## src/rtl/memory_controller_pkg.sv

```systemverilog
// Shared definitions for the byte-serial memory controller: op codes, FSM states,
// IO-space decode constants and the access-length / load-extension helpers.
package memory_controller_pkg;

    localparam int         IO_ADDR_BIT_DEF = 17;
    localparam logic [1:0] IO_SPACE        = 2'b11;

    localparam logic [6:0] OP_LB  = 7'd1;
    localparam logic [6:0] OP_LH  = 7'd2;
    localparam logic [6:0] OP_LW  = 7'd3;
    localparam logic [6:0] OP_LBU = 7'd4;
    localparam logic [6:0] OP_LHU = 7'd5;
    localparam logic [6:0] OP_SB  = 7'd6;
    localparam logic [6:0] OP_SH  = 7'd7;
    localparam logic [6:0] OP_SW  = 7'd8;

    typedef enum logic [1:0] {
        ST_IDLE  = 2'd0,
        ST_FETCH = 2'd1,
        ST_LOAD  = 2'd2,
        ST_STORE = 2'd3
    } state_e;

    function automatic logic [2:0] op_len(input logic [6:0] op);
        case (op)
            OP_LB, OP_LBU, OP_SB: op_len = 3'd1;
            OP_LH, OP_LHU, OP_SH: op_len = 3'd2;
            default:              op_len = 3'd4;
        endcase
    endfunction

    function automatic logic [31:0] load_ext(input logic [6:0] op, input logic [31:0] raw);
        case (op)
            OP_LB:   load_ext = {{24{raw[7]}}, raw[7:0]};
            OP_LH:   load_ext = {{16{raw[15]}}, raw[15:0]};
            OP_LBU:  load_ext = {24'd0, raw[7:0]};
            OP_LHU:  load_ext = {16'd0, raw[15:0]};
            default: load_ext = raw;
        endcase
    endfunction

endpackage

```

## src/rtl/memory_controller.sv

```systemverilog
// Serialises instruction fetches and load/store requests onto the single byte-wide
// RAM/IO port, little-endian, and returns one assembled result with a 1-cycle valid.
module memory_controller
    import memory_controller_pkg::*;
#(
    parameter int IO_ADDR_BIT = IO_ADDR_BIT_DEF
) (
    input  logic        clk,
    input  logic        rst,
    input  logic        rdy,
    input  logic        wrong_commit,
    input  logic        io_buffer_full,
    input  logic [7:0]  mem_din,
    output logic [7:0]  mem_dout,
    output logic [31:0] mem_a,
    output logic        mem_wr,
    input  logic        ifetch_enable,
    input  logic [31:0] ifetch_addr,
    output logic        ifetch_valid,
    output logic [31:0] ifetch_data,
    input  logic        ls_enable,
    input  logic [31:0] ls_addr,
    input  logic [31:0] ls_data,
    input  logic        ls_is_load,
    input  logic [6:0]  ls_op,
    output logic        ls_valid,
    output logic [31:0] ls_res
);

    state_e      state_q;
    logic [2:0]  k_q;
    logic [2:0]  len_q;
    logic [31:0] base_q;
    logic [31:0] data_q;
    logic [6:0]  op_q;
    logic [31:0] res_q;
    logic [31:0] mem_a_q;
    logic [7:0]  mem_dout_q;
    logic        mem_wr_q;
    logic        ifetch_valid_q;
    logic [31:0] ifetch_data_q;
    logic        ls_valid_q;
    logic [31:0] ls_res_q;
    logic [7:0]  din_q;
    logic        prev_rdy_q;

    logic        io_stall_s;
    logic [7:0]  din_s;
    logic [1:0]  slot_s;
    logic [1:0]  nslot_s;
    logic [31:0] asm_s;
    logic [7:0]  st_byte_s;
    logic [31:0] next_a_s;
    logic        accept_s;

    assign io_stall_s = (state_q == ST_STORE) && io_buffer_full
                        && (mem_a_q[IO_ADDR_BIT -: 2] == IO_SPACE);
    // The RAM keeps reading while frozen, so the byte for the last active address is held.
    assign din_s      = prev_rdy_q ? mem_din : din_q;
    assign slot_s     = k_q[1:0] - 2'd1;
    assign nslot_s    = k_q[1:0] + 2'd1;
    assign next_a_s   = base_q + {29'd0, k_q} + 32'd1;
    assign accept_s   = !ifetch_valid_q && !ls_valid_q && !wrong_commit
                        && (ls_enable || ifetch_enable);

    // Merge the byte returned this cycle into the partially assembled word.
    always_comb begin
        asm_s = res_q;
        case (slot_s)
            2'd0:    asm_s[7:0]   = din_s;
            2'd1:    asm_s[15:8]  = din_s;
            2'd2:    asm_s[23:16] = din_s;
            default: asm_s[31:24] = din_s;
        endcase
    end

    // Select the store byte for the next write slot.
    always_comb begin
        st_byte_s = 8'd0;
        case (nslot_s)
            2'd0:    st_byte_s = data_q[7:0];
            2'd1:    st_byte_s = data_q[15:8];
            2'd2:    st_byte_s = data_q[23:16];
            default: st_byte_s = data_q[31:24];
        endcase
    end

    // Request FSM, byte counter and registered port outputs.
    always_ff @(posedge clk) begin
        if (rst) begin
            state_q        <= ST_IDLE;
            k_q            <= 3'd0;
            len_q          <= 3'd0;
            base_q         <= 32'd0;
            data_q         <= 32'd0;
            op_q           <= 7'd0;
            res_q          <= 32'd0;
            mem_a_q        <= 32'd0;
            mem_dout_q     <= 8'd0;
            mem_wr_q       <= 1'b0;
            ifetch_valid_q <= 1'b0;
            ifetch_data_q  <= 32'd0;
            ls_valid_q     <= 1'b0;
            ls_res_q       <= 32'd0;
            din_q          <= 8'd0;
            prev_rdy_q     <= 1'b0;
        end else begin
            din_q      <= din_s;
            prev_rdy_q <= rdy;
            if (rdy) begin
                ifetch_valid_q <= 1'b0;
                ls_valid_q     <= 1'b0;
                case (state_q)
                    ST_IDLE: begin
                        mem_wr_q <= 1'b0;
                        mem_a_q  <= 32'd0;
                        if (accept_s) begin
                            k_q   <= 3'd0;
                            res_q <= 32'd0;
                            if (ls_enable) begin
                                base_q  <= ls_addr;
                                data_q  <= ls_data;
                                op_q    <= ls_op;
                                len_q   <= op_len(ls_op);
                                mem_a_q <= ls_addr;
                                if (ls_is_load) begin
                                    state_q <= ST_LOAD;
                                end else begin
                                    state_q    <= ST_STORE;
                                    mem_dout_q <= ls_data[7:0];
                                    mem_wr_q   <= 1'b1;
                                end
                            end else begin
                                base_q  <= ifetch_addr;
                                op_q    <= OP_LW;
                                len_q   <= 3'd4;
                                mem_a_q <= ifetch_addr;
                                state_q <= ST_FETCH;
                            end
                        end
                    end
                    ST_FETCH, ST_LOAD: begin
                        if (wrong_commit) begin
                            state_q  <= ST_IDLE;
                            k_q      <= 3'd0;
                            mem_a_q  <= 32'd0;
                            mem_wr_q <= 1'b0;
                        end else begin
                            if (k_q != 3'd0) begin
                                res_q <= asm_s;
                            end
                            if (k_q == len_q) begin
                                state_q <= ST_IDLE;
                                k_q     <= 3'd0;
                                mem_a_q <= 32'd0;
                                if (state_q == ST_FETCH) begin
                                    ifetch_valid_q <= 1'b1;
                                    ifetch_data_q  <= asm_s;
                                end else begin
                                    ls_valid_q <= 1'b1;
                                    ls_res_q   <= load_ext(op_q, asm_s);
                                end
                            end else begin
                                k_q     <= k_q + 3'd1;
                                mem_a_q <= ((k_q + 3'd1) < len_q) ? next_a_s : 32'd0;
                            end
                        end
                    end
                    ST_STORE: begin
                        if (!io_stall_s) begin
                            if (k_q == (len_q - 3'd1)) begin
                                state_q    <= ST_IDLE;
                                k_q        <= 3'd0;
                                mem_a_q    <= 32'd0;
                                mem_dout_q <= 8'd0;
                                mem_wr_q   <= 1'b0;
                                ls_valid_q <= 1'b1;
                                ls_res_q   <= 32'd0;
                            end else begin
                                k_q        <= k_q + 3'd1;
                                mem_a_q    <= next_a_s;
                                mem_dout_q <= st_byte_s;
                            end
                        end
                    end
                    default: begin
                        state_q  <= ST_IDLE;
                        mem_wr_q <= 1'b0;
                        mem_a_q  <= 32'd0;
                    end
                endcase
            end
        end
    end

    assign mem_a        = mem_a_q;
    assign mem_dout     = mem_dout_q;
    assign mem_wr       = mem_wr_q && rdy && !io_stall_s;
    assign ifetch_valid = ifetch_valid_q;
    assign ifetch_data  = ifetch_data_q;
    assign ls_valid     = ls_valid_q;
    assign ls_res       = ls_res_q;

endmodule

```

## config.mk

```make
export PLATFORM = sky130hd
export DESIGN_NAME = memory_controller
export DESIGN_NICKNAME = d
export VERILOG_FILES = /design/src/rtl/memory_controller_pkg.sv /design/src/rtl/memory_controller.sv
export SDC_FILE = /design/constraint.sdc
export NUM_CORES = 1
export LEC_CHECK = 0
export CORE_ASPECT_RATIO = 1.1
export CORE_MARGIN = 1.5
export CORE_UTILIZATION = 45
export CTS_CLUSTER_SIZE = 30
export DETAILED_ROUTE_END_ITERATION = 6
export PLACE_DENSITY = 0.72
export REMOVE_ABC_BUFFERS = 1
export SYNTH_ARGS = -nofsm -noshare
export SYNTH_HDL_FRONTEND = slang
export SYNTH_SLANG_ARGS = --single-unit
```

## constraint.sdc

```tcl
create_clock -name clk -period 6.2 [get_ports clk]
set_input_delay 0.93 -clock clk [delete_from_list [all_inputs] [get_ports clk]]
set_output_delay 0.93 -clock clk [all_outputs]
set_load 0.005 [all_outputs]
```

==> impl_metrics.toml <==
[outcome]
outcome = "completed"

[grt]
grtUsageTotal_pct = 24.04
antenna_found_initial = 1
grt_pass1_wl_um = 49300
grt_pass1_vias = 9708
grt_overflow = 0
grt_max_degree = 101

[route]
ant_nets = 0
routed_wl_um = 30730
wire_per_inst_um = 16.95
drcViolationCount = 0
num_vias = 10200
vias_per_cell = 5.628
drt_iter0_drc = 726
drtPass1Iterations = 6

[die]
core_area_um2 = 23700
io_pins = 226
start_util_pct = 45.97
row_count = 59
die_area_um2 = 25150
die_h_um = 166.2
fp.dieW_um = 151.4

[yosys]
ys.warnings.count = 0
syn_inst = 1337
synth_top_family_by_area = "compound AO/OA/AOI/OAI gates"
syn_area_um2 = 10890
synthAdderAreaFrac_pct = 2.251
syn_area_per_cell_um2 = 8.148
synth_compound_area_share_pct = 23.90
synth_ff_type = "dfxtp_1"
ys_types = 70
synth-xor-area-share_pct = 1.505
yosys.area_share.simple_pct = 19.58
synth_edf_count = 0
synth_seq_cells = 227
synth_mux_area_share_pct = 5.421
async_flop_share_pct = 0
seq_area_frac_synth_pct = 41.71

[cts]
clockBufferDepth = 3
numCtsBuffers = 24
cts_resized = 0
htreeDepth = 1
cts_tree = "done"
cts_setup_buffers = 0
cts_root_buf = "clkbuf_16"
ctsHoldBuffers = 0
clk_latency_ns = 0.52
path_clk_slew_ns = 0.06
clock_sinks = 227

[worst_setup_path]
crit_path_start_kind = "input pin"
cp_cell_sequence = "clkdlybuf4s50_1 -> inv_1 -> nor4_4 -> buf_4 -> and2_1 -> nand2_1 -> a21oi_1"
worstPathArrival_ns = 4.09
required_ns = 6.63
path_class = "in -> reg"
slowest_delay_ns = 1.00
path_max_fanout = 67
crit-reg2reg-launch = "k_q[1]"
critical_path.slowest_cell = "and2_1"
rr_worst_depth = 7
crit_start = "rdy"
end_kind = "register"

[power]
power.share.clock_pct = 43.7
swShare_pct = 24.79
internal-power_mw = 2.622
ir_drop_v = 0.0001398
power_density_nw_per_um2 = 249.3
p_seq_share_pct = 44.3
combinationalPowerShare_pct = 12.1
power.switching_mw = 0.8642
cellLeakagePower_nw = 4.945

[sta]
fin_skew_ns = 0.01670
hold_violations = 0
fmax_mhz = 273.2
rsz0062_at_grt = "false"
maxSlewHeadroom_pct = 16.22
setup_slack_ns = 2.540
worst_pin_slew_ns = 1.257
setup_viol = 0
final.setup.tns_ns = 0
drv_slew = 0
post-route-min-period_ns = 3.660
post-route-period-util_pct = 59.03

[placed_design]
routabilityCongestion = 0.8326
place.port_buffers = 225
dp_hpwl_um = 20980
dp_slack_ns = 2.045

[final_layout]
syn2layout_area_growth_pct = 28.37
fill_cells = 2154
drive_gt1_share_pct = 5.441
layout.nets = 1627

[min_path]
min_path_cells = 2
hold_start = "ifetch_data[22]"
hold_path_class = "reg -> reg"

[flow_run]
maxCapViolations = 0
metrics by stage:
step                std cells  util, %  hold WS [ns]  instance area [µm²]  total power [mW]
CTS                      1812    59.01        0.4526                13980             3.505
global placement         1768    55.45        0.4381                13140             1.987
global route             1813    59.02        0.4694                13980             3.623
finish                   1813    59.02        0.4513                13980             3.486
detailed placement       1768    55.45        0.4438                13140             1.993
floorplan                1228        -        0.4203                10430             1.777
power groups by stage:
stage / Clock, mW / Sequential (mW) / Combinational, mW
after floorplan: 0 / 1.57 / 0.207
after global placement: 0 / 1.57 / 0.413
after detailed placement: 0 / 1.58 / 0.418
after CTS: 1.54 / 1.54 / 0.420
after global routing: 1.61 / 1.55 / 0.463
final: 1.52 / 1.54 / 0.420
critical path: cells and delay by family:
kind / cells / cell delay (ns)
AOI/OAI and AO/OA: 1 / 0.18
buffers and inverters: 3 / 1.54
and+or+nand+nor: 3 / 1.43
layout by cell type, fill, tap and decap left out, types with 8 or more instances in the layout:
cell             count
o21a_1               9
a21oi_1            141
mux2i_1             43
or3b_1               8
o22ai_1             16
inv_1               38
nor4_1              18
o21ai_0             89
mux2_2              13
ha_1                18
a32oi_1             23
a22o_1              24
a222oi_1             8
nor2_1             128
buf_4               11
a22oi_1              9
a211oi_1            33
xor2_1              11
nand2_1            194
clkbuf_16           25
nand4_1             15
o31a_1              12
dfxtp_1            227
clkdlybuf4s50_1    223
nand3_1             25
nand2b_1            19
nor3_1              10
cell type report:
class | instances | area (µm²) | share of cell area (%)
antenna | 1 | 2.502 | 0.01789
inverter | 39 | 146.4 | 1.047
sequential | 227 | 4544 | 32.50
clock buffer | 35 | 723.2 | 5.171
multi-input combinational | 962 | 5747 | 41.09
timing repair buffer | 235 | 2320 | 16.59
tap | 305 | 381.6 | 2.729
clock inverter | 9 | 120.1 | 0.8589
state kept, by name, indices dropped and copies added, names as in the netlist:
name	flops
base_q	32
data_q	32
ifetch_data	32
ls_res	32
mem_a	32
res_q	32
din_q	8
mem_dout	8
op_q	7
k_q	3
len_q	3
state_q	2
ifetch_valid	1
ls_valid	1
mem_wr_q	1
prev_rdy_q	1
final timing paths:
kind                      to  slack [ns]
max                data_q[9]        2.54
min          ifetch_data[22]        0.45
max reg2reg        res_q[13]        2.62
min reg2reg  ifetch_data[22]        0.45
logic make-up (layout without fill, tap and decap cells):
group / after synthesis / in the layout
AOI/OAI and AO/OA: 406 / 406
muxes: 57 / 57
xor gates and xnor gates: 17 / 17
buffers and inverters: 148 / 318
DFF: 227 / 227
and+or+nand+nor: 463 / 463
other: 0 / 1
adders and majority gates: 19 / 19
synth_stat cells (23+ instances only):
library cell  number  area share, %
dfxtp_1          227             42
a21oi_1          141            6.5
a22o_1            24            1.9
inv_1             38            1.3
nand2_1          194            6.7
mux2i_1           43            4.0
nor2_1           128            4.4
a32oi_1           23            1.8
o21ai_0           89            4.1
clkbuf_1          73            2.5
nand3_1           25            1.1
a211oi_1          33            2.3
per-layer routing:
layer,global-route usage [%],vias up,part of all wire (%)
li1,-,5076,-
met1,30.33,4764,42
met2,40.69,317,49
met3,5.110,46,6.8
met4,7.176,0,2.4
met5,0,-,0
No activity file was read; power rests on OpenSTA's default activity.
